**src/rtl/id_stage_pipe_if.sv**
```systemverilog
// Bus bundle for the ID stage: IF/ID handshake, register-file read port,
// write-back port, flush/back-pressure, and the registered ID/EX bundle.
interface id_stage_pipe_if #(
    parameter int DATA_W = 32,
    parameter int PC_W   = 32,
    parameter int CNT_W  = 16
);
    logic              id_valid;
    logic              id_ready;
    logic [31:0]       id_instruction;
    logic [PC_W-1:0]   id_pc_next;
    logic [4:0]        reg_addr1;
    logic [4:0]        reg_addr2;
    logic [DATA_W-1:0] reg_data1;
    logic [DATA_W-1:0] reg_data2;
    logic              wb_reg_write;
    logic [4:0]        wb_reg_addr;
    logic [DATA_W-1:0] wb_reg_data;
    logic              flush;
    logic              ex_ready;
    logic              ex_valid;
    logic [DATA_W-1:0] rs_data;
    logic [DATA_W-1:0] rt_data;
    logic [4:0]        rs_addr;
    logic [4:0]        rt_addr;
    logic [4:0]        rd_addr;
    logic [4:0]        shamt;
    logic [DATA_W-1:0] ext_imm;
    logic [5:0]        funct;
    logic [3:0]        alu_op;
    logic              alu_src;
    logic              reg_dst;
    logic              mem_write;
    logic              mem_read;
    logic              mem2reg;
    logic              reg_write;
    logic [1:0]        jump;
    logic [1:0]        branch;
    logic [PC_W-1:0]   pc_next;
    logic [CNT_W-1:0]  stall_count;

    modport master (
        output id_valid, id_instruction, id_pc_next, reg_data1, reg_data2,
               wb_reg_write, wb_reg_addr, wb_reg_data, flush, ex_ready,
        input  id_ready, reg_addr1, reg_addr2, ex_valid, rs_data, rt_data,
               rs_addr, rt_addr, rd_addr, shamt, ext_imm, funct, alu_op,
               alu_src, reg_dst, mem_write, mem_read, mem2reg, reg_write,
               jump, branch, pc_next, stall_count
    );

    modport slave (
        input  id_valid, id_instruction, id_pc_next, reg_data1, reg_data2,
               wb_reg_write, wb_reg_addr, wb_reg_data, flush, ex_ready,
        output id_ready, reg_addr1, reg_addr2, ex_valid, rs_data, rt_data,
               rs_addr, rt_addr, rd_addr, shamt, ext_imm, funct, alu_op,
               alu_src, reg_dst, mem_write, mem_read, mem2reg, reg_write,
               jump, branch, pc_next, stall_count
    );
endinterface

```
**src/rtl/id_stage_pipe.sv**
```systemverilog
// MIPS instruction-decode stage with registered ID/EX bundle, load-use
// interlock, flush, EX back-pressure, write-back bypass and stall counter.

// Main opcode decoder. ALUOp: 0000 add, 0001 sub, 0010 R-type (use funct),
// 0011 or, 0100 and, 0101 xor, 0110 slt, 0111 lui.
module control (
    input  logic [5:0] op,
    output logic [3:0] alu_op,
    output logic       alu_src,
    output logic       reg_dst,
    output logic       mem_write,
    output logic       mem_read,
    output logic       mem2reg,
    output logic       reg_write,
    output logic [1:0] jump,
    output logic [1:0] branch
);
    // Opcode to control-signal table.
    always_comb begin
        alu_op    = 4'b0000;
        alu_src   = 1'b0;
        reg_dst   = 1'b0;
        mem_write = 1'b0;
        mem_read  = 1'b0;
        mem2reg   = 1'b0;
        reg_write = 1'b0;
        jump      = 2'b00;
        branch    = 2'b00;
        case (op)
            6'b000000: begin alu_op = 4'b0010; reg_dst = 1'b1; reg_write = 1'b1; end
            6'b001000,
            6'b001001: begin alu_src = 1'b1; reg_write = 1'b1; end
            6'b001100: begin alu_op = 4'b0100; alu_src = 1'b1; reg_write = 1'b1; end
            6'b001101: begin alu_op = 4'b0011; alu_src = 1'b1; reg_write = 1'b1; end
            6'b001110: begin alu_op = 4'b0101; alu_src = 1'b1; reg_write = 1'b1; end
            6'b001010: begin alu_op = 4'b0110; alu_src = 1'b1; reg_write = 1'b1; end
            6'b001111: begin alu_op = 4'b0111; alu_src = 1'b1; reg_write = 1'b1; end
            6'b100011: begin alu_src = 1'b1; mem_read = 1'b1; mem2reg = 1'b1; reg_write = 1'b1; end
            6'b101011: begin alu_src = 1'b1; mem_write = 1'b1; end
            6'b000100: begin alu_op = 4'b0001; branch = 2'b01; end
            6'b000101: begin alu_op = 4'b0001; branch = 2'b10; end
            6'b000010: jump = 2'b01;
            6'b000011: begin jump = 2'b10; reg_write = 1'b1; end
            default: ;
        endcase
    end
endmodule

module id_stage_pipe #(
    parameter int DATA_W    = 32,
    parameter int PC_W      = 32,
    parameter int WB_BYPASS = 1,
    parameter int CNT_W     = 16
) (
    input logic          clk,
    input logic          rst,
    id_stage_pipe_if.slave bus
);
    logic [5:0]        op, funct, ctrl_op;
    logic [4:0]        rs, rt, rd, shamt;
    logic [15:0]       imm;
    logic              is_jr, zero_ext, uses_rt, load_use, adv;
    logic              wb_hit1, wb_hit2;
    logic [DATA_W-1:0] ext_imm_d, rs_data_d, rt_data_d;
    logic [3:0]        c_alu_op;
    logic              c_alu_src, c_reg_dst, c_mem_write, c_mem_read, c_mem2reg, c_reg_write;
    logic [1:0]        c_jump, c_branch;
    logic [PC_W-1:0]   pc_next_q;
    logic [CNT_W-1:0]  stall_q;

    assign op    = bus.id_instruction[31:26];
    assign rs    = bus.id_instruction[25:21];
    assign rt    = bus.id_instruction[20:16];
    assign rd    = bus.id_instruction[15:11];
    assign shamt = bus.id_instruction[10:6];
    assign funct = bus.id_instruction[5:0];
    assign imm   = bus.id_instruction[15:0];

    assign bus.reg_addr1 = rs;
    assign bus.reg_addr2 = rt;

    // JR is decoded as a J by the opcode table, then its jump kind is overridden.
    assign is_jr   = (op == 6'b000000) && (funct == 6'b001000);
    assign ctrl_op = is_jr ? 6'b000010 : op;

    control u_control (
        .op        (ctrl_op),
        .alu_op    (c_alu_op),
        .alu_src   (c_alu_src),
        .reg_dst   (c_reg_dst),
        .mem_write (c_mem_write),
        .mem_read  (c_mem_read),
        .mem2reg   (c_mem2reg),
        .reg_write (c_reg_write),
        .jump      (c_jump),
        .branch    (c_branch)
    );

    assign zero_ext  = (op == 6'b001100) || (op == 6'b001101) || (op == 6'b001110);
    assign ext_imm_d = zero_ext ? {{(DATA_W-16){1'b0}}, imm} : {{(DATA_W-16){imm[15]}}, imm};

    // Register $0 is never a bypass source even if WB claims to write it.
    assign wb_hit1   = (WB_BYPASS != 0) && bus.wb_reg_write && (bus.wb_reg_addr != 5'd0)
                       && (bus.wb_reg_addr == rs);
    assign wb_hit2   = (WB_BYPASS != 0) && bus.wb_reg_write && (bus.wb_reg_addr != 5'd0)
                       && (bus.wb_reg_addr == rt);
    assign rs_data_d = wb_hit1 ? bus.wb_reg_data : bus.reg_data1;
    assign rt_data_d = wb_hit2 ? bus.wb_reg_data : bus.reg_data2;

    // rt is a source for R-type, beq, bne and sw; for the rest it is a destination.
    assign uses_rt  = (op == 6'b000000) || (op == 6'b000100) || (op == 6'b000101)
                      || (op == 6'b101011);
    assign load_use = bus.ex_valid && bus.mem_read && (bus.rt_addr != 5'd0)
                      && ((bus.rt_addr == rs) || ((bus.rt_addr == rt) && uses_rt));
    assign adv          = bus.ex_ready || !bus.ex_valid;
    assign bus.id_ready = adv && !load_use && !bus.flush;

    assign bus.pc_next     = pc_next_q;
    assign bus.stall_count = stall_q;

    // ID/EX register: flush beats hold, hold beats bubble/load.
    always_ff @(posedge clk or posedge rst) begin
        if (rst) begin
            bus.ex_valid  <= 1'b0;
            bus.rs_data   <= '0;
            bus.rt_data   <= '0;
            bus.rs_addr   <= '0;
            bus.rt_addr   <= '0;
            bus.rd_addr   <= '0;
            bus.shamt     <= '0;
            bus.ext_imm   <= '0;
            bus.funct     <= '0;
            bus.alu_op    <= '0;
            bus.alu_src   <= 1'b0;
            bus.reg_dst   <= 1'b0;
            bus.mem_write <= 1'b0;
            bus.mem_read  <= 1'b0;
            bus.mem2reg   <= 1'b0;
            bus.reg_write <= 1'b0;
            bus.jump      <= '0;
            bus.branch    <= '0;
            pc_next_q     <= '0;
        end else if (bus.flush || (adv && (load_use || !bus.id_valid))) begin
            bus.ex_valid  <= 1'b0;
            bus.mem_write <= 1'b0;
            bus.mem_read  <= 1'b0;
            bus.reg_write <= 1'b0;
            bus.jump      <= '0;
            bus.branch    <= '0;
        end else if (adv) begin
            bus.ex_valid  <= 1'b1;
            bus.rs_data   <= rs_data_d;
            bus.rt_data   <= rt_data_d;
            bus.rs_addr   <= rs;
            bus.rt_addr   <= rt;
            bus.rd_addr   <= rd;
            bus.shamt     <= shamt;
            bus.ext_imm   <= ext_imm_d;
            bus.funct     <= funct;
            bus.alu_op    <= c_alu_op;
            bus.alu_src   <= c_alu_src;
            bus.reg_dst   <= c_reg_dst;
            bus.mem_write <= c_mem_write;
            bus.mem_read  <= c_mem_read;
            bus.mem2reg   <= c_mem2reg;
            bus.reg_write <= c_reg_write;
            bus.jump      <= is_jr ? 2'b11 : c_jump;
            bus.branch    <= c_branch;
            pc_next_q     <= bus.id_pc_next;
        end
    end

    // Saturating count of bubbles inserted by the load-use interlock.
    always_ff @(posedge clk or posedge rst) begin
        if (rst) begin
            stall_q <= '0;
        end else if (load_use && adv && !bus.flush && (stall_q != {CNT_W{1'b1}})) begin
            stall_q <= stall_q + 1'b1;
        end
    end
endmodule

```
**src/flat_wrapper.sv**
```systemverilog
// flat-port wrapper written by rule: the top's interface ports become plain ports
module id_stage_pipe_flat 
#(
    parameter int DATA_W    = 32,
    parameter int PC_W      = 32,
    parameter int WB_BYPASS = 1,
    parameter int CNT_W     = 16
)
  (clk, rst, bus_id_valid, bus_id_instruction, bus_id_pc_next, bus_reg_data1, bus_reg_data2, bus_wb_reg_write, bus_wb_reg_addr, bus_wb_reg_data, bus_flush, bus_ex_ready, bus_id_ready, bus_reg_addr1, bus_reg_addr2, bus_ex_valid, bus_rs_data, bus_rt_data, bus_rs_addr, bus_rt_addr, bus_rd_addr, bus_shamt, bus_ext_imm, bus_funct, bus_alu_op, bus_alu_src, bus_reg_dst, bus_mem_write, bus_mem_read, bus_mem2reg, bus_reg_write, bus_jump, bus_branch, bus_pc_next, bus_stall_count);
  id_stage_pipe_if #(.DATA_W(DATA_W), .PC_W(PC_W), .CNT_W(CNT_W)) bus_i ();
  input logic clk;
  input logic rst;
  input wire logic [$bits(bus_i.id_valid)-1:0] bus_id_valid;
  input wire logic [$bits(bus_i.id_instruction)-1:0] bus_id_instruction;
  input wire logic [$bits(bus_i.id_pc_next)-1:0] bus_id_pc_next;
  input wire logic [$bits(bus_i.reg_data1)-1:0] bus_reg_data1;
  input wire logic [$bits(bus_i.reg_data2)-1:0] bus_reg_data2;
  input wire logic [$bits(bus_i.wb_reg_write)-1:0] bus_wb_reg_write;
  input wire logic [$bits(bus_i.wb_reg_addr)-1:0] bus_wb_reg_addr;
  input wire logic [$bits(bus_i.wb_reg_data)-1:0] bus_wb_reg_data;
  input wire logic [$bits(bus_i.flush)-1:0] bus_flush;
  input wire logic [$bits(bus_i.ex_ready)-1:0] bus_ex_ready;
  output wire logic [$bits(bus_i.id_ready)-1:0] bus_id_ready;
  output wire logic [$bits(bus_i.reg_addr1)-1:0] bus_reg_addr1;
  output wire logic [$bits(bus_i.reg_addr2)-1:0] bus_reg_addr2;
  output wire logic [$bits(bus_i.ex_valid)-1:0] bus_ex_valid;
  output wire logic [$bits(bus_i.rs_data)-1:0] bus_rs_data;
  output wire logic [$bits(bus_i.rt_data)-1:0] bus_rt_data;
  output wire logic [$bits(bus_i.rs_addr)-1:0] bus_rs_addr;
  output wire logic [$bits(bus_i.rt_addr)-1:0] bus_rt_addr;
  output wire logic [$bits(bus_i.rd_addr)-1:0] bus_rd_addr;
  output wire logic [$bits(bus_i.shamt)-1:0] bus_shamt;
  output wire logic [$bits(bus_i.ext_imm)-1:0] bus_ext_imm;
  output wire logic [$bits(bus_i.funct)-1:0] bus_funct;
  output wire logic [$bits(bus_i.alu_op)-1:0] bus_alu_op;
  output wire logic [$bits(bus_i.alu_src)-1:0] bus_alu_src;
  output wire logic [$bits(bus_i.reg_dst)-1:0] bus_reg_dst;
  output wire logic [$bits(bus_i.mem_write)-1:0] bus_mem_write;
  output wire logic [$bits(bus_i.mem_read)-1:0] bus_mem_read;
  output wire logic [$bits(bus_i.mem2reg)-1:0] bus_mem2reg;
  output wire logic [$bits(bus_i.reg_write)-1:0] bus_reg_write;
  output wire logic [$bits(bus_i.jump)-1:0] bus_jump;
  output wire logic [$bits(bus_i.branch)-1:0] bus_branch;
  output wire logic [$bits(bus_i.pc_next)-1:0] bus_pc_next;
  output wire logic [$bits(bus_i.stall_count)-1:0] bus_stall_count;
  assign bus_i.id_valid = bus_id_valid;
  assign bus_i.id_instruction = bus_id_instruction;
  assign bus_i.id_pc_next = bus_id_pc_next;
  assign bus_i.reg_data1 = bus_reg_data1;
  assign bus_i.reg_data2 = bus_reg_data2;
  assign bus_i.wb_reg_write = bus_wb_reg_write;
  assign bus_i.wb_reg_addr = bus_wb_reg_addr;
  assign bus_i.wb_reg_data = bus_wb_reg_data;
  assign bus_i.flush = bus_flush;
  assign bus_i.ex_ready = bus_ex_ready;
  assign bus_id_ready = bus_i.id_ready;
  assign bus_reg_addr1 = bus_i.reg_addr1;
  assign bus_reg_addr2 = bus_i.reg_addr2;
  assign bus_ex_valid = bus_i.ex_valid;
  assign bus_rs_data = bus_i.rs_data;
  assign bus_rt_data = bus_i.rt_data;
  assign bus_rs_addr = bus_i.rs_addr;
  assign bus_rt_addr = bus_i.rt_addr;
  assign bus_rd_addr = bus_i.rd_addr;
  assign bus_shamt = bus_i.shamt;
  assign bus_ext_imm = bus_i.ext_imm;
  assign bus_funct = bus_i.funct;
  assign bus_alu_op = bus_i.alu_op;
  assign bus_alu_src = bus_i.alu_src;
  assign bus_reg_dst = bus_i.reg_dst;
  assign bus_mem_write = bus_i.mem_write;
  assign bus_mem_read = bus_i.mem_read;
  assign bus_mem2reg = bus_i.mem2reg;
  assign bus_reg_write = bus_i.reg_write;
  assign bus_jump = bus_i.jump;
  assign bus_branch = bus_i.branch;
  assign bus_pc_next = bus_i.pc_next;
  assign bus_stall_count = bus_i.stall_count;
  id_stage_pipe #(.DATA_W(DATA_W), .PC_W(PC_W), .WB_BYPASS(WB_BYPASS), .CNT_W(CNT_W)) u_core (.clk(clk), .rst(rst), .bus(bus_i));
endmodule
```
**config.mk**
```make
export PLATFORM = sky130hd
export DESIGN_NAME = id_stage_pipe_flat
export DESIGN_NICKNAME = d
export VERILOG_FILES = /design/src/rtl/id_stage_pipe_if.sv /design/src/rtl/id_stage_pipe.sv /design/src/flat_wrapper.sv
export SDC_FILE = /design/constraint.sdc
export NUM_CORES = 1
export LEC_CHECK = 0
export ABC_AREA = 1
export ABC_CLOCK_PERIOD_IN_PS = 11200
export BUFFER_PORTS_ARGS = -buffer_cell sky130_fd_sc_hd__buf_4
export CORE_AREA = 2 2 143 145
export DETAILED_ROUTE_END_ITERATION = 12
export DIE_AREA = 0 0 145 147
export HOLD_SLACK_MARGIN = 0.05
export PLACE_DENSITY = 0.78
export SLEW_MARGIN = 30
export SYNTH_ARGS = -nofsm -noshare
export SYNTH_HDL_FRONTEND = slang
export SYNTH_SLANG_ARGS = --single-unit
export TNS_END_PERCENT = 10
```
**constraint.sdc**
```tcl
create_clock -name clk -period 11.2 [get_ports clk]
set_clock_uncertainty 0.05 [all_clocks]
set_input_delay 2.24 -clock clk [delete_from_list [all_inputs] [get_ports clk]]
set_output_delay 2.24 -clock clk [all_outputs]
set_load 0.03 [all_outputs]
```
## Yosys cells after proc, flatten, opt, wreduce, memory -nomap -nowiden

Index checks and enable logic that the tools add are counted.

- Input port bits: 171
- Output and inout port bits: 196
- Register bits: 185
- Logic and storage cells: 108

- Bitwise gates (word level): 1
- Reductions and logical operators: 36
- Add/sub/neg operators: 1
- Muxes and demuxes: 25
- Eq/ne operators: 25

Operators by type and width:

| cell | number |
|---|---|
| $mux 32 | 3 |
| $eq 6x4->1 const B | 11 |
| $eq 6x3->1 const B | 4 |
| $pmux 3 s7 | 1 |
| $eq 5x5->1 | 4 |
| $eq 6x6->1 const B | 3 |
| $add 16x1->16 const B | 1 |
| $ne 16x16->1 const B | 1 |
| $logic_and 1x1->1 | 14 |
| $mux 1 | 13 |
| $eq 6x2->1 const B | 2 |
| $logic_not 6->1 | 2 |
| $mux 2 | 5 |
| $reduce_bool 5->1 | 2 |
| $reduce_or 10->1 | 1 |
| $logic_or 1x1->1 | 9 |
| $reduce_or 9->1 | 1 |
| $pmux 2 s2 | 2 |
| $mux 6 | 1 |
| $logic_not 1->1 | 4 |
| $reduce_and 2->1 | 1 |
| $reduce_bool 2->1 | 1 |
| $reduce_or 2->1 | 1 |
| $not 1->1 | 1 |

## Logic depth before layout (Yosys ltp)

Gate-level depths: netlist of run 1.

- Depth after elaboration: 12
- Mapped depth: 13
- Mapped depth without buffers: 11

## Cells and area by module

From an unflattened synthesis of run 1, not the netlist that was laid out.

- Cell total of the unflattened synthesis: 1174
- Area total of the unflattened synthesis: 8614.5 um^2

By module, submodules not included:

| module | cells each | area each (um^2) | seq. area each (um^2) | instances |
|---|---|---|---|---|
| id_stage_pipe | 1113 | 8329.2 | 3853.7 | 1 |
| control | 61 | 285.3 | 0.0 | 1 |

## Least setup slack after synthesis of run 1

No wires, ideal clock.

- Kind: in2out
- From: in bus_id_instruction[27]
- To: out bus_id_ready
- Path slack: 5.342 ns
- Arrival time: 3.568 ns
- Path buffers: 1
- Cell stages on the path: 8
- Data required time: 8.910 ns
- Path through: nand2_1 > inv_1 > nand3_1 > nand3_1 > nand2_1 > a21oi_2 > buf_2 > nor3_1

- Cells in the longest elaborated chain, start to end: 10
- Elaborated cells between the ends (all ways): 13
- Those cells by class: eq/ne (3); reduce/logical (10)

Ends and longest elaborated chain:

| what | RTL line | text |
|---|---|---|
| start, declared | flat_wrapper.sv:14 | `input wire logic [$bits(bus_i.id_instruction)-1:0] bus_id_instruction;` |
| $eq 6x3->1 / $logic_not 6->1 (equally long branches) | id_stage_pipe.sv:111 | `assign uses_rt = (op == 6'b000000) \|\| (op == 6'b000100) \|\| (op == 6'b000101)` |
| $logic_or 1x1->1 (2 in series) | id_stage_pipe.sv:111 |  |
| $logic_or 1x1->1 (*) | id_stage_pipe.sv:112 | `\|\| (op == 6'b101011);` |
| $logic_and 1x1->1 (*) | id_stage_pipe.sv:114 | `&& ((bus.rt_addr == rs) \|\| ((bus.rt_addr == rt) && uses_rt));` |
| $logic_or 1x1->1 (*) | id_stage_pipe.sv:114 |  |
| $logic_and 1x1->1 (*) | id_stage_pipe.sv:114 |  |
| $logic_not 1->1 (*) | id_stage_pipe.sv:116 | `assign bus.id_ready = adv && !load_use && !bus.flush;` |
| $logic_and 1x1->1 (*) (2 in series) | id_stage_pipe.sv:116 |  |
| end, declared | flat_wrapper.sv:23 | `output wire logic [$bits(bus_i.id_ready)-1:0] bus_id_ready;` |

Mark *: on every way between the ends. The rest lies on a longest branch, timed or not.

## Final worst setup path of run 1

- From: in bus_id_instruction[31]
- To: out bus_id_ready

Same word-level chain as after synthesis.

==> summary.txt, run 1 <==
Status
  – Status: completed

Critical path
  – R2R setup slack: 8.06 ns
  – Worst setup EP type: output pin
  – CP bufs+invs: 2
  – Critical-path cell list: buf_4 > nor2_1 > nand3_1 > nand3_1 > nand2_1 > a21oi_2 > nor3_1 > buf_4
  – CP max stage delay: around 0.65 ns
  – Critical Path AT: 4.25 ns
  – WS Path Type: input port to output pin
  – FF-to-FF Start: u_core.bus.rt_addr[4]
  – Critical Path RT: 8.91 ns
  – RR Endpoint: u_core.bus.pc_next[19]
  – Crit path max-delay family: simple AND/OR/NAND/NOR gates
  – Peak fanout along the critical path: 17
  – R2R depth: 10
  – Startpoint types: input port
  – Slowest CP cell: a21oi_2

Clock tree
  – Clock buffer depth: 2
  – CTS resizes: 0
  – Post-CTS Setup Bufs: 0
  – Total CTS buffers: 17
  – Reg clk slew, reported paths: 0.06 ns
  – Clock sinks: 153
  – TritonCTS clock tree: built
  – Clk_lat worst skew: 0.41 ns
  – CTS Root Buffer Type: clkbuf_16
  – Hold-fix buffers, CTS: 0
  – Htree depth: 4

Timing
  – Final Setup Violations: 0
  – FMAX: 153.0 MHz
  – Hold Vio Cnt, Final: 0
  – Final period utilization: 0.5838
  – Setup TNS Final: 0 ns
  – Post-route minimum period: 6.538 ns
  – Slew @ Worst Pin: between 1 and 1.5 ns
  – Final WS setup: 4.662 ns
  – Max_slew headroom: 0.3264
  – RSZ-0062 raised after global routing: no
  – Final Slew Violations: 0

Route
  – Via-per-instance ratio: roughly 5.3
  – Post-Route WL: 28.79 mm
  – Via count: 9,010
  – Initial DRT Pass Iterations: 6
  – DRT iter0 DRCs: 599
  – DRC viols: 0
  – Routed Antenna Nets: 0
  – DR WL/cell: 17.02 µm

Pwr
  – Max VDD drop: 0.09773 mV
  – Leakage: 6.464 nW
  – Pwr Density: about 160 nW/µm²

Synth
  – Commonest cells post-synth: nand2_1 (477), dfrtp_1 (153), nand4_1 (152), nand3_1 (90)
  – Ys flop type: dfrtp_1
  – EDFF count, synth: 0
  – Most frequent cell after synthesis: nand2_1
  – Synth Cell Area: 8471 µm²
  – Cells after Synth: between 1k and 1.5k
  – Seq/Total Area, Yosys: 0.4520
  – Synth area leaders: dfrtp_1 (45%), nand2_1 (21%), nand4_1 (11%), nand3_1 (5.3%), buf_4 (3.8%)
  – Post-Syn Nets: approximately 1.3k
  – Synth unique cells: 28
  – Ys Warns: 0
  – Syn avg cell area: 7.463 µm²
  – Post-synth ARST share: 1.000
  – Post-synth top area share: 0.4520
  – Leading area contributor after synthesis: dfrtp_1
  – #FFs+latches synth: 153

Place
  – HPWL after detailed placement: 19.98 mm
  – Dpl cell area: 10,980 µm²
  – I/O Buffers: 365
  – Routability cong.: 0.9048
  – Post-Place Setup Slack: 4.665 ns

GRT
  – First-pass GRT wire length: 45.38 mm
  – Initial antenna violation count: 1
  – Grt total ovfl: 0
  – Total track usage: 0.2633
  – Vias in the first global route: 8,579
  – Largest net degree at the start of global routing: 98

Floorplan
  – Die Wd: approximately 150 µm
  – Die area: 21,320 µm²
  – Rows: 52
  – Initial Utilization: 0.4269
  – Chip Height: about 150 µm
  – Core box area: around 20,000 µm²
  – Ports: approximately 370

Run
  – Number of max-cap violations: 0

Worst hold path
  – HP Start: u_core.bus.rs_addr[2]
  – Worst Hold Path EP: u_core.bus.rs_addr[2]
  – Hold path cells: 2
  – Hold Crit Class: flip-flop to flip-flop

Layout
  – Layout cells sized above 1: 0.2991
  – Area Overhead vs Synth: 37.19%
  – Post-route cell area: ~12,000 µm²
  – Layout net count: ~1.6k
  – Post-route core utilization: 0.5856
-- cell usage in the layout, fill, tap and decap left out, types with 2 or more instances in the layout --
master     instances
inv_2              3
clkbuf_16         17
buf_4            374
nor3_1             7
xnor2_1           13
clkinv_4           5
nand2_1          477
inv_1             38
buf_6              3
clkinv_2           3
bufinv_16          4
nand3_1           90
o21ai_0            2
nand4_2            2
o21bai_1           6
nor2_1            38
nor2_2             4
nand3b_1           3
dfrtp_1          153
inv_6              3
xor2_1            12
nand4_1          152
-- through the flow --
| stage | power, mW | instances | hold WS [ns] |
|---|---|---|---|
| floorplan | 1.018 | 1135 | 0.5967 |
| global placement | 1.235 | 1659 | 0.4062 |
| detailed placement | 1.244 | 1659 | 0.4099 |
| CTS | 1.870 | 1691 | 0.4249 |
| global route | 1.935 | 1692 | 0.4414 |
| finish | 1.857 | 1692 | 0.4221 |
-- how the worst max path moves through the flow --
stage	startpoint	cells past startpoint	slack [ns]	end
5_1_grt	bus_id_instruction[31]	8	4.43	bus_id_ready
4_1_cts	bus_id_instruction[31]	8	4.67	bus_id_ready
3_5_place_dp	bus_id_instruction[31]	8	4.66	bus_id_ready
3_3_place_gp	bus_id_instruction[31]	8	4.70	bus_id_ready
6_report	bus_id_instruction[31]	8	4.66	bus_id_ready
2_1_floorplan	rst	1	4.79	u_core.bus.alu_op[0]
-- cell families after synthesis --
| kind of cell | synth area share |
|---|---|
| AO/OA/AOI/OAI | 0.009010 |
| XOR/XNOR | 0.02585 |
| flip-flops | 0.4520 |
| adder cells (fa/ha/maj) | 0.001477 |
| other | 0.0004427 |
| buffers and inverters | 0.1006 |
| AND/OR/NAND/NOR | 0.4106 |
-- routing by layer --
metal / vias to the layer above / routed length, µm / track usage
met2: 493 / 14080 / 0.4348
li1: 4248 / - / -
met1: 4187 / 10850 / 0.3217
met5: - / 0 / 0
met4: 0 / 1194 / 0.1252
met3: 82 / 2671 / 0.07143
-- sequential cells by signal, indices dropped and copies added (netlist names), 2 cells and up --
name / flops
u_core.bus.stall_count: 16
u_core.bus.rt_addr: 5
u_core.bus.alu_op: 3
u_core.bus.branch: 2
u_core.bus.ext_imm: 12
u_core.bus.rt_data: 32
u_core.bus.jump: 2
u_core.bus.rs_addr: 5
u_core.bus.funct: 5
u_core.bus.pc_next: 32
u_core.bus.rs_data: 32
-- tightest hold or removal path: cells and delay by family, from the launching register on --
kind | cells | cell delay [ns]
flops | 1 | 0.34
simple gates | 2 | 0.10
-- cell type report --
type	instances	area, µm²
antenna	1	2.502
clock inverter	14	196.4
multi-input combinational	817	3812
timing repair buffer	377	2841
inverter	42	162.7
tap	270	337.8
clock buffer	18	439.2
sequential	153	3829
fill	1851	8223
-- power by group --
part           internal (mW)  switching [mW]
Combinational          0.201           0.358
Sequential             0.623          0.0505
Clock                  0.381           0.242
Total                   1.21           0.651
Note: power is estimated with default switching activity, not from simulation.
==> inputs of run 2 (changes only) <==
--- a/config.mk
+++ b/config.mk
@@ -6,13 +6,13 @@
 export NUM_CORES = 1
 export LEC_CHECK = 0
 export ABC_AREA = 1
-export ABC_CLOCK_PERIOD_IN_PS = 11200
+export ABC_CLOCK_PERIOD_IN_PS = 6300
 export BUFFER_PORTS_ARGS = -buffer_cell sky130_fd_sc_hd__buf_4
-export CORE_AREA = 2 2 143 145
+export CORE_AREA = 2 2 144 146
 export DETAILED_ROUTE_END_ITERATION = 12
-export DIE_AREA = 0 0 145 147
+export DIE_AREA = 0 0 146 148
 export HOLD_SLACK_MARGIN = 0.05
-export PLACE_DENSITY = 0.78
+export PLACE_DENSITY = 0.77
 export SLEW_MARGIN = 30
 export SYNTH_ARGS = -nofsm -noshare
 export SYNTH_HDL_FRONTEND = slang
==> constraint.sdc (replaced) <==
create_clock -name clk -period 6.3 [get_ports clk]
set_clock_uncertainty 0.05 [all_clocks]
set_input_delay 1.26 -clock clk [delete_from_list [all_inputs] [get_ports clk]]
set_output_delay 1.26 -clock clk [all_outputs]
set_load 0.03 [all_outputs]
==> run 2 against run 1 <==
Net effect: wire length fell by 0.49%; largest power group unchanged; via count fell by 0.49%; non-clock buffer count rose by 2; register-to-register slack got worse by 4.8 ns; die area rose by 1.4%; combinational power rose by 78%; core utilization fell by 0.41 points; global-route usage fell by 0.23 points; largest cell class unchanged.
==> summary.txt, run 2 (synthesis gave the netlist of run 1 again) <==
Status
  – Status: completed (unchanged)

Place
  – Routability cong.: 0.8990 (was 0.9048)
  – I/O Buffers: 365 (unchanged)
  – Post-Place Setup Slack: 1.721 ns (was 4.665 ns)
  – HPWL after detailed placement: 19.59 mm (was 19.98 mm)

Route
  – DR WL/cell: 16.93 µm (was 17.02 µm)
  – Top Metal Used: met4 (unchanged)
  – Met2 Routed Length: 14.25 mm (was 14.08 mm)
  – Via count: 8,966 (was 9,010)
  – WL met1: 11.08 mm (was 10.85 mm)
  – Metal3 WL: 2.524 mm (was 2.671 mm)
  – DRC viols: 0 (unchanged)
  – DRT iter0 DRCs: 701 (was 599)
  – Post-Route WL: 28.65 mm (was 28.79 mm)
  – Routed Antenna Nets: 0 (unchanged)
  – Via-per-instance ratio: 5.299 (was 5.325)
  – Initial DRT Pass Iterations: 5 (was 6)

Critical path
  – Critical Path AT: 3.33 ns (was 4.25 ns)
  – Startpoint types: input port (unchanged)
  – CP max stage delay: 0.66 ns (was 0.65 ns)
  – Critical Path RT: 4.99 ns (was 8.91 ns)
  – WS Path Type: input port to output pin (unchanged)
  – Peak fanout along the critical path: 17 (unchanged)
  – Critical-path cell list: buf_4 > nor2_1 > nand3_1 > nand3_1 > nand2_1 > a21oi_2 > nor3_1 > buf_4 (unchanged)
  – Slowest CP cell: a21oi_2 (unchanged)
  – Worst setup EP type: output pin (unchanged)

Floorplan
  – Die Wd: 146 µm (was 145 µm)
  – Die area: 21,610 µm² (was 21,320 µm²)
  – Initial Utilization: 0.4227 (was 0.4269)
  – Ports: 367 (unchanged)
  – Chip Height: 148 µm (was 147 µm)
  – Core box area: 20,040 µm² (was 19,840 µm²)
  – Rows: 52 (unchanged)

Timing
  – RSZ-0062 raised after global routing: no (unchanged)
  – Hold Vio Cnt, Final: 0 (unchanged)
  – Final Slew Violations: 0 (unchanged)
  – Final WS setup: 1.661 ns (was 4.662 ns)
  – Final period utilization: 0.7363
  – FMAX: 215.6 MHz
  – Post-route minimum period: 4.639 ns
  – Max_slew headroom: 0.3759 (was 0.3264)
  – Setup TNS Final: 0 ns (unchanged)
  – Slew @ Worst Pin: 0.9362 ns (was 1.010 ns)
  – Final Setup Violations: 0 (unchanged)

Clock tree
  – Hold-fix buffers, CTS: 0 (unchanged)
  – Total CTS buffers: 17 (unchanged)
  – Htree depth: 4 (unchanged)
  – CTS Root Buffer Type: clkbuf_16 (unchanged)
  – Post-CTS Setup Bufs: 0 (unchanged)
  – Clock sinks: 153 (unchanged)
  – Reg clk slew, reported paths: 0.05 ns (was 0.06 ns)
  – Clock buffer depth: 2 (unchanged)
  – Clk_lat worst skew: 0.42 ns (was 0.41 ns)
  – TritonCTS clock tree: built (unchanged)
  – CTS resizes: 0 (unchanged)

Layout
  – Layout cells sized above 1: 0.2996 (was 0.2991)
  – Antenna cell count: 0 (was 1)
  – Post-route core utilization: 0.5815 (was 0.5856)
  – Commonest cells after routing, fill and taps aside: nand2_1 (476), buf_4 (377), dfrtp_1 (153), nand4_1 (152), nand3_1 (90) (was nand2_1 (477), buf_4 (374), dfrtp_1 (153), nand4_1 (152), nand3_1 (90))
  – Most common cell after layout, fill and taps aside: nand2_1 (unchanged)
  – Area Overhead vs Synth: 37.56% (was 37.19%)
  – Layout fillers: 1,847 (was 1,851)
  – Layout net count: 1,582 (was 1,580)

Pwr
  – Flop pwr share: 0.364 (was 0.363)
  – Combinational power share: 0.302 (was 0.301)
  – Net Switching: 1.144 mW (was 0.6509 mW)
  – Pwr Density: 282.8 nW/µm² (was 159.8 nW/µm²)
  – Clk pwr share: 0.333 (was 0.336)
  – Leakage: 6.473 nW (was 6.464 nW)
  – Max VDD drop: 0.1702 mV (was 0.09773 mV)
  – Switching Share: 0.3470 (was 0.3506)
  – Power, Total: 3.296 mW (was 1.857 mW)
  – Cell-internal power: 2.152 mW (was 1.206 mW)

GRT
  – Grt total ovfl: 0 (unchanged)
  – Initial antenna violation count: 0 (was 1)
  – First-pass GRT wire length: 45.11 mm (was 45.38 mm)
  – Total track usage: 0.2610 (was 0.2633)
  – Largest net degree at the start of global routing: 101 (was 98)
  – Vias in the first global route: 8,488 (was 8,579)

Run
  – Number of max-cap violations: 0 (unchanged)

Worst hold path
  – Hold Crit Class: flip-flop to flip-flop (unchanged)
run 2: critical path, delay by kind of cell:
family          cells  cell delay, ns
compound gates      1            0.66
buf+inv             2            0.32
simple gates        5            1.08
run 2: power by group through the flow:
stage,Clock (mW),Sequential (mW),Combinational [mW]
after floorplan,0,1.45,0.357
after global placement,0,1.21,0.986
after detailed placement,0,1.21,0.998
after CTS,1.12,1.20,0.997
after global routing,1.16,1.21,1.06
final,1.10,1.20,0.997
run 2: area by class of cell:
| class | instances | area (µm²) | share of cell area |
|---|---|---|---|
| clock buffer | 20 | 456.7 | 0.03919 |
| tap | 270 | 337.8 | 0.02899 |
| multi-input combinational | 817 | 3815 | 0.3274 |
| timing repair buffer | 379 | 2878 | 0.2470 |
| clock inverter | 11 | 171.4 | 0.01471 |
| inverter | 42 | 165.2 | 0.01417 |
| sequential | 153 | 3829 | 0.3286 |
run 2: path summary, 6_finish.rpt:
check | slack (ns) | from | endpoint | depth (start not counted)
worst min register to register | 0.42 | u_core.bus.pc_next[18] | u_core.bus.pc_next[18] | 2
max in group asynchronous | 4.04 | rst | u_core.bus.rt_data[4] | 3
worst min-delay path | 0.42 | u_core.bus.pc_next[18] | u_core.bus.pc_next[18] | 2
worst max register to register | 3.25 | u_core.bus.rt_addr[3] | u_core.bus.rs_data[31] | 13
worst max-delay path | 1.66 | bus_id_instruction[31] | bus_id_ready | 8
min in group asynchronous | 0.89 | rst | u_core.bus.rt_data[3] | 2
run 2: stage by stage:
step           instances  cell area, µm²  hold slack, ns
2_1_floorplan       1135            8471          0.5967
3_3_place_gp        1659           10970          0.4046
3_5_place_dp        1659           10970          0.4092
4_1_cts             1690           11600          0.4244
5_1_grt             1692           11650          0.4468
6_report            1692           11650          0.4231
run 2: metal layers:
metal,vias to the layer above,track usage
li1,4254,-
met1,4203,0.3239
met2,452,0.4425
met3,57,0.06852
met4,0,0.09175
met5,-,0
==> inputs of run 3 (changes only) <==
--- a/config.mk
+++ b/config.mk
@@ -5,14 +5,14 @@
 export SDC_FILE = /design/constraint.sdc
 export NUM_CORES = 1
 export LEC_CHECK = 0
-export ABC_AREA = 1
-export ABC_CLOCK_PERIOD_IN_PS = 6300
+export ABC_AREA = 0
+export ABC_CLOCK_PERIOD_IN_PS = 4200
 export BUFFER_PORTS_ARGS = -buffer_cell sky130_fd_sc_hd__buf_4
 export CORE_AREA = 2 2 144 146
 export DETAILED_ROUTE_END_ITERATION = 12
 export DIE_AREA = 0 0 146 148
 export HOLD_SLACK_MARGIN = 0.05
-export PLACE_DENSITY = 0.77
+export PLACE_DENSITY = 0.73
 export SLEW_MARGIN = 30
 export SYNTH_ARGS = -nofsm -noshare
 export SYNTH_HDL_FRONTEND = slang
==> constraint.sdc (replaced) <==
create_clock -name clk -period 4.2 [get_ports clk]
set_clock_uncertainty 0.05 [all_clocks]
set_input_delay 0.84 -clock clk [delete_from_list [all_inputs] [get_ports clk]]
set_output_delay 0.84 -clock clk [all_outputs]
set_load 0.03 [all_outputs]
==> run 3 against run 2 <==
Net effect: worst setup slack lost 0.86 ns; synthesized cell count shrank 45%; global-route usage shrank 7.0 points; highest routed layer unchanged; hold slack gained 0.0092 ns; final area shrank 10%; non-clock buffer count shrank 7; sequential power grew 50%; flip-flop and latch count is the same; die area is the same.
==> summary.txt, run 3 <==
Clock tree
  – Clock sinks: 153 (unchanged)
  – CTS Root Buffer Type: clkbuf_16 (unchanged)
  – Hold-fix buffers, CTS: 0 (unchanged)
  – TritonCTS clock tree: built (unchanged)
  – Clk_lat worst skew: 0.41 ns (was 0.42 ns)
  – Clock buffer depth: 2 (unchanged)
  – Total CTS buffers: 17 (unchanged)
  – CTS resizes: 0 (unchanged)
  – Post-CTS Setup Bufs: 0 (unchanged)
  – Reg clk slew, reported paths: 0.06 ns (was 0.05 ns)
  – Htree depth: 4 (unchanged)

Timing
  – Final Slew Violations: 0 (unchanged)
  – Post-route minimum period: 3.396 ns
  – Final period utilization: 0.8086
  – Final Setup Violations: 0 (unchanged)
  – Hold Vio Cnt, Final: 0 (unchanged)
  – Setup TNS Final: 0 ns (unchanged)
  – Max_slew headroom: 0.4118 (was 0.3759)
  – RSZ-0062 raised after global routing: no (unchanged)
  – FMAX: ~290 MHz
  – Slew @ Worst Pin: 0.8801 ns (was 0.9362 ns)

Critical path
  – Worst setup EP type: output pin (unchanged)
  – WS Path Type: input port to output pin (unchanged)
  – Startpoint types: input port (unchanged)
  – Peak fanout along the critical path: 11 (was 17)
  – Critical Path AT: 2.51 ns (was 3.33 ns)
  – Critical Path RT: 3.31 ns (was 4.99 ns)

Floorplan
  – Chip Height: 148 µm (unchanged)
  – Core box area: 20,040 µm² (unchanged)
  – Die Wd: 146 µm (unchanged)
  – Ports: 367 (unchanged)
  – Initial Utilization: 0.3576 (was 0.4227)
  – Rows: 52 (unchanged)
  – Die area: 21,610 µm² (unchanged)

Layout
  – Area Overhead vs Synth: 45.97% (was 37.56%)
  – Layout net count: 1,118 (was 1,582)
  – Area of the multi-input gates: 2888 µm² (was 3815 µm²)
  – Layout cells sized above 1: 0.4317 (was 0.2996)
  – Most common cell after layout, fill and taps aside: buf_4 (was nand2_1)
  – Antenna cell count: 0 (unchanged)
  – FF+latch area: 3829 µm² (unchanged)
  – Commonest cells after routing, fill and taps aside: buf_4 (368), dfrtp_1 (153), nand2_1 (87), o21ai_1 (67), mux2i_1 (64) (was nand2_1 (476), buf_4 (377), dfrtp_1 (153), nand4_1 (152), nand3_1 (90))
  – Layout fillers: 1,882 (was 1,847)
  – Post-route cell area: 10,460 µm² (was 11,650 µm²)

Synth
  – Post-synth ARST share: 1.000 (unchanged)
  – Leading area contributor after synthesis: dfrtp_1 (unchanged)
  – Synth Cell Area: 7167 µm² (was 8471 µm²)
  – Post-synth top area share: 0.5342 (was 0.4520)
  – Commonest cells post-synth: dfrtp_1 (153), nand2_1 (87), o21ai_1 (67), mux2i_1 (64), mux2_1 (58) (was nand2_1 (477), dfrtp_1 (153), nand4_1 (152), nand3_1 (90))
  – Ys Warns: 0 (unchanged)
  – #FFs+latches synth: 153 (unchanged)
  – Syn avg cell area: 11.41 µm² (was 7.463 µm²)
  – Ys flop type: dfrtp_1 (unchanged)
  – Seq/Total Area, Yosys: 0.5342 (was 0.4520)
  – EDFF count, synth: 0 (unchanged)
  – Most frequent cell after synthesis: dfrtp_1 (was nand2_1)
  – Synth unique cells: 45 (was 28)
  – Cells after Synth: 628 (was 1,135)
  – Synth area leaders: dfrtp_1 (53%), mux2_1 (9.1%), mux2i_1 (8.9%), o21ai_1 (4.7%), nand2_1 (4.6%) (was dfrtp_1 (45%), nand2_1 (21%), nand4_1 (11%), nand3_1 (5.3%), buf_4 (3.8%))
  – Post-Syn Nets: 800 (was 1,307)

GRT
  – Largest net degree at the start of global routing: 127 (was 101)
  – Initial antenna violation count: 0 (unchanged)
  – Vias in the first global route: 5,785 (was 8,488)
  – Grt total ovfl: 0 (unchanged)
  – First-pass GRT wire length: 32.42 mm (was 45.11 mm)
  – Total track usage: 0.1907 (was 0.2610)

Route
  – DR WL/cell: 16.90 µm (was 16.93 µm)
  – Routed Antenna Nets: 0 (unchanged)
  – Via count: 5,773 (was 8,966)
  – DRC viols: 0 (unchanged)
  – Via-per-instance ratio: 4.697 (was 5.299)
  – DRT iter0 DRCs: 184 (was 701)
  – Initial DRT Pass Iterations: 4 (was 5)
  – Post-Route WL: 20.77 mm (was 28.65 mm)

Pwr
  – Pwr Density: 444.2 nW/µm² (was 282.8 nW/µm²)
  – Power, Total: 4.647 mW (was 3.296 mW)
  – Max VDD drop: 0.2874 mV (was 0.1702 mV)
  – Cell-internal power: 3.009 mW (was 2.152 mW)
  – Clk pwr share: 0.312 (was 0.333)
  – Net Switching: 1.638 mW (was 1.144 mW)
  – Switching Share: 0.3525 (was 0.3470)
  – Flop pwr share: 0.387 (was 0.364)
  – Leakage: 4.952 nW (was 6.473 nW)
  – Combinational power share: 0.301 (was 0.302)

Run
  – Number of max-cap violations: 0 (unchanged)

Worst hold path
  – Hold Crit Class: flip-flop to flip-flop (unchanged)

Place
  – Dpl cell area: 9903 µm² (was 10,970 µm²)
  – Routability cong.: 0.8019 (was 0.8990)
  – HPWL after detailed placement: 15.62 mm (was 19.59 mm)
  – I/O Buffers: 365 (unchanged)

Status
  – Status: completed (unchanged)
[run 3: stage by stage]
| step | cells | setup slack, ns | util | hold slack, ns |
|---|---|---|---|---|
| after floorplan | 628 | 1.379 | - | 0.5994 |
| after global placement | 1197 | 0.8607 | 0.4942 | 0.4134 |
| after detailed placement | 1197 | 0.8586 | 0.4942 | 0.4226 |
| after CTS | 1229 | 0.8037 | 0.5219 | 0.4366 |
| after global routing | 1229 | 0.7161 | 0.5220 | 0.4520 |
| final | 1229 | 0.8040 | 0.5220 | 0.4322 |
[run 3: cell type report]
class	count	share of cell area
Clock inverter	13	0.01064
Sequential cell	153	0.3660
Multi-Input combinational cell	398	0.2760
Timing Repair Buffer	372	0.2709
Inverter	4	0.001794
Clock buffer	19	0.04234
Tap cell	270	0.03229
[run 3: per-layer routing]
metal,track usage,vias up,share of wire
li1,-,2778,-
met1,0.2404,2770,0.41
met2,0.3290,217,0.51
met3,0.05340,8,0.069
met4,0.04078,0,0.0062
met5,0,-,0
[run 3: power by group through the flow]
stage | combinational [mW] | clock (mW) | sequential (mW)
5_1_grt | 1.48 | 1.56 | 1.82
3_5_place_dp | 1.41 | 0 | 1.83
3_3_place_gp | 1.40 | 0 | 1.82
4_1_cts | 1.41 | 1.49 | 1.80
6_report | 1.40 | 1.45 | 1.80
2_1_floorplan | 0.459 | 0 | 2.20
[run 3: final timing paths]
kind                                             start                      to  slack, ns  cells after the start
worst max-delay path            bus_id_instruction[28]            bus_id_ready       0.80                      6
worst min-delay path                u_core.bus.alu_src      u_core.bus.alu_src       0.43                      1
worst max register to register   u_core.bus.rt_addr[2]  u_core.bus.pc_next[11]       1.53                      6
worst min register to register      u_core.bus.alu_src      u_core.bus.alu_src       0.43                      1
max in group asynchronous                          rst  u_core.bus.rs_data[22]       2.99                      3
min in group asynchronous                          rst   u_core.bus.pc_next[3]       0.51                      3
[run 3: cell families after synthesis]
group,after synthesis,synth area share
flip-flops,153,0.5342
AO/OA/AOI/OAI,96,0.08083
adder cells (fa/ha/maj),1,0.001746
XOR/XNOR,35,0.04277
AND/OR/NAND/NOR,142,0.09166
multiplexers,123,0.1821
buffers and inverters,77,0.06617
other,1,0.0005232
[run 3: worst max-delay path, stage by stage]
cell and delay, ns:
buf_4 0.15, inv_1 0.05, a2111oi_1 0.82, o2111ai_2 0.23, and3_1 0.25, buf_4 0.17
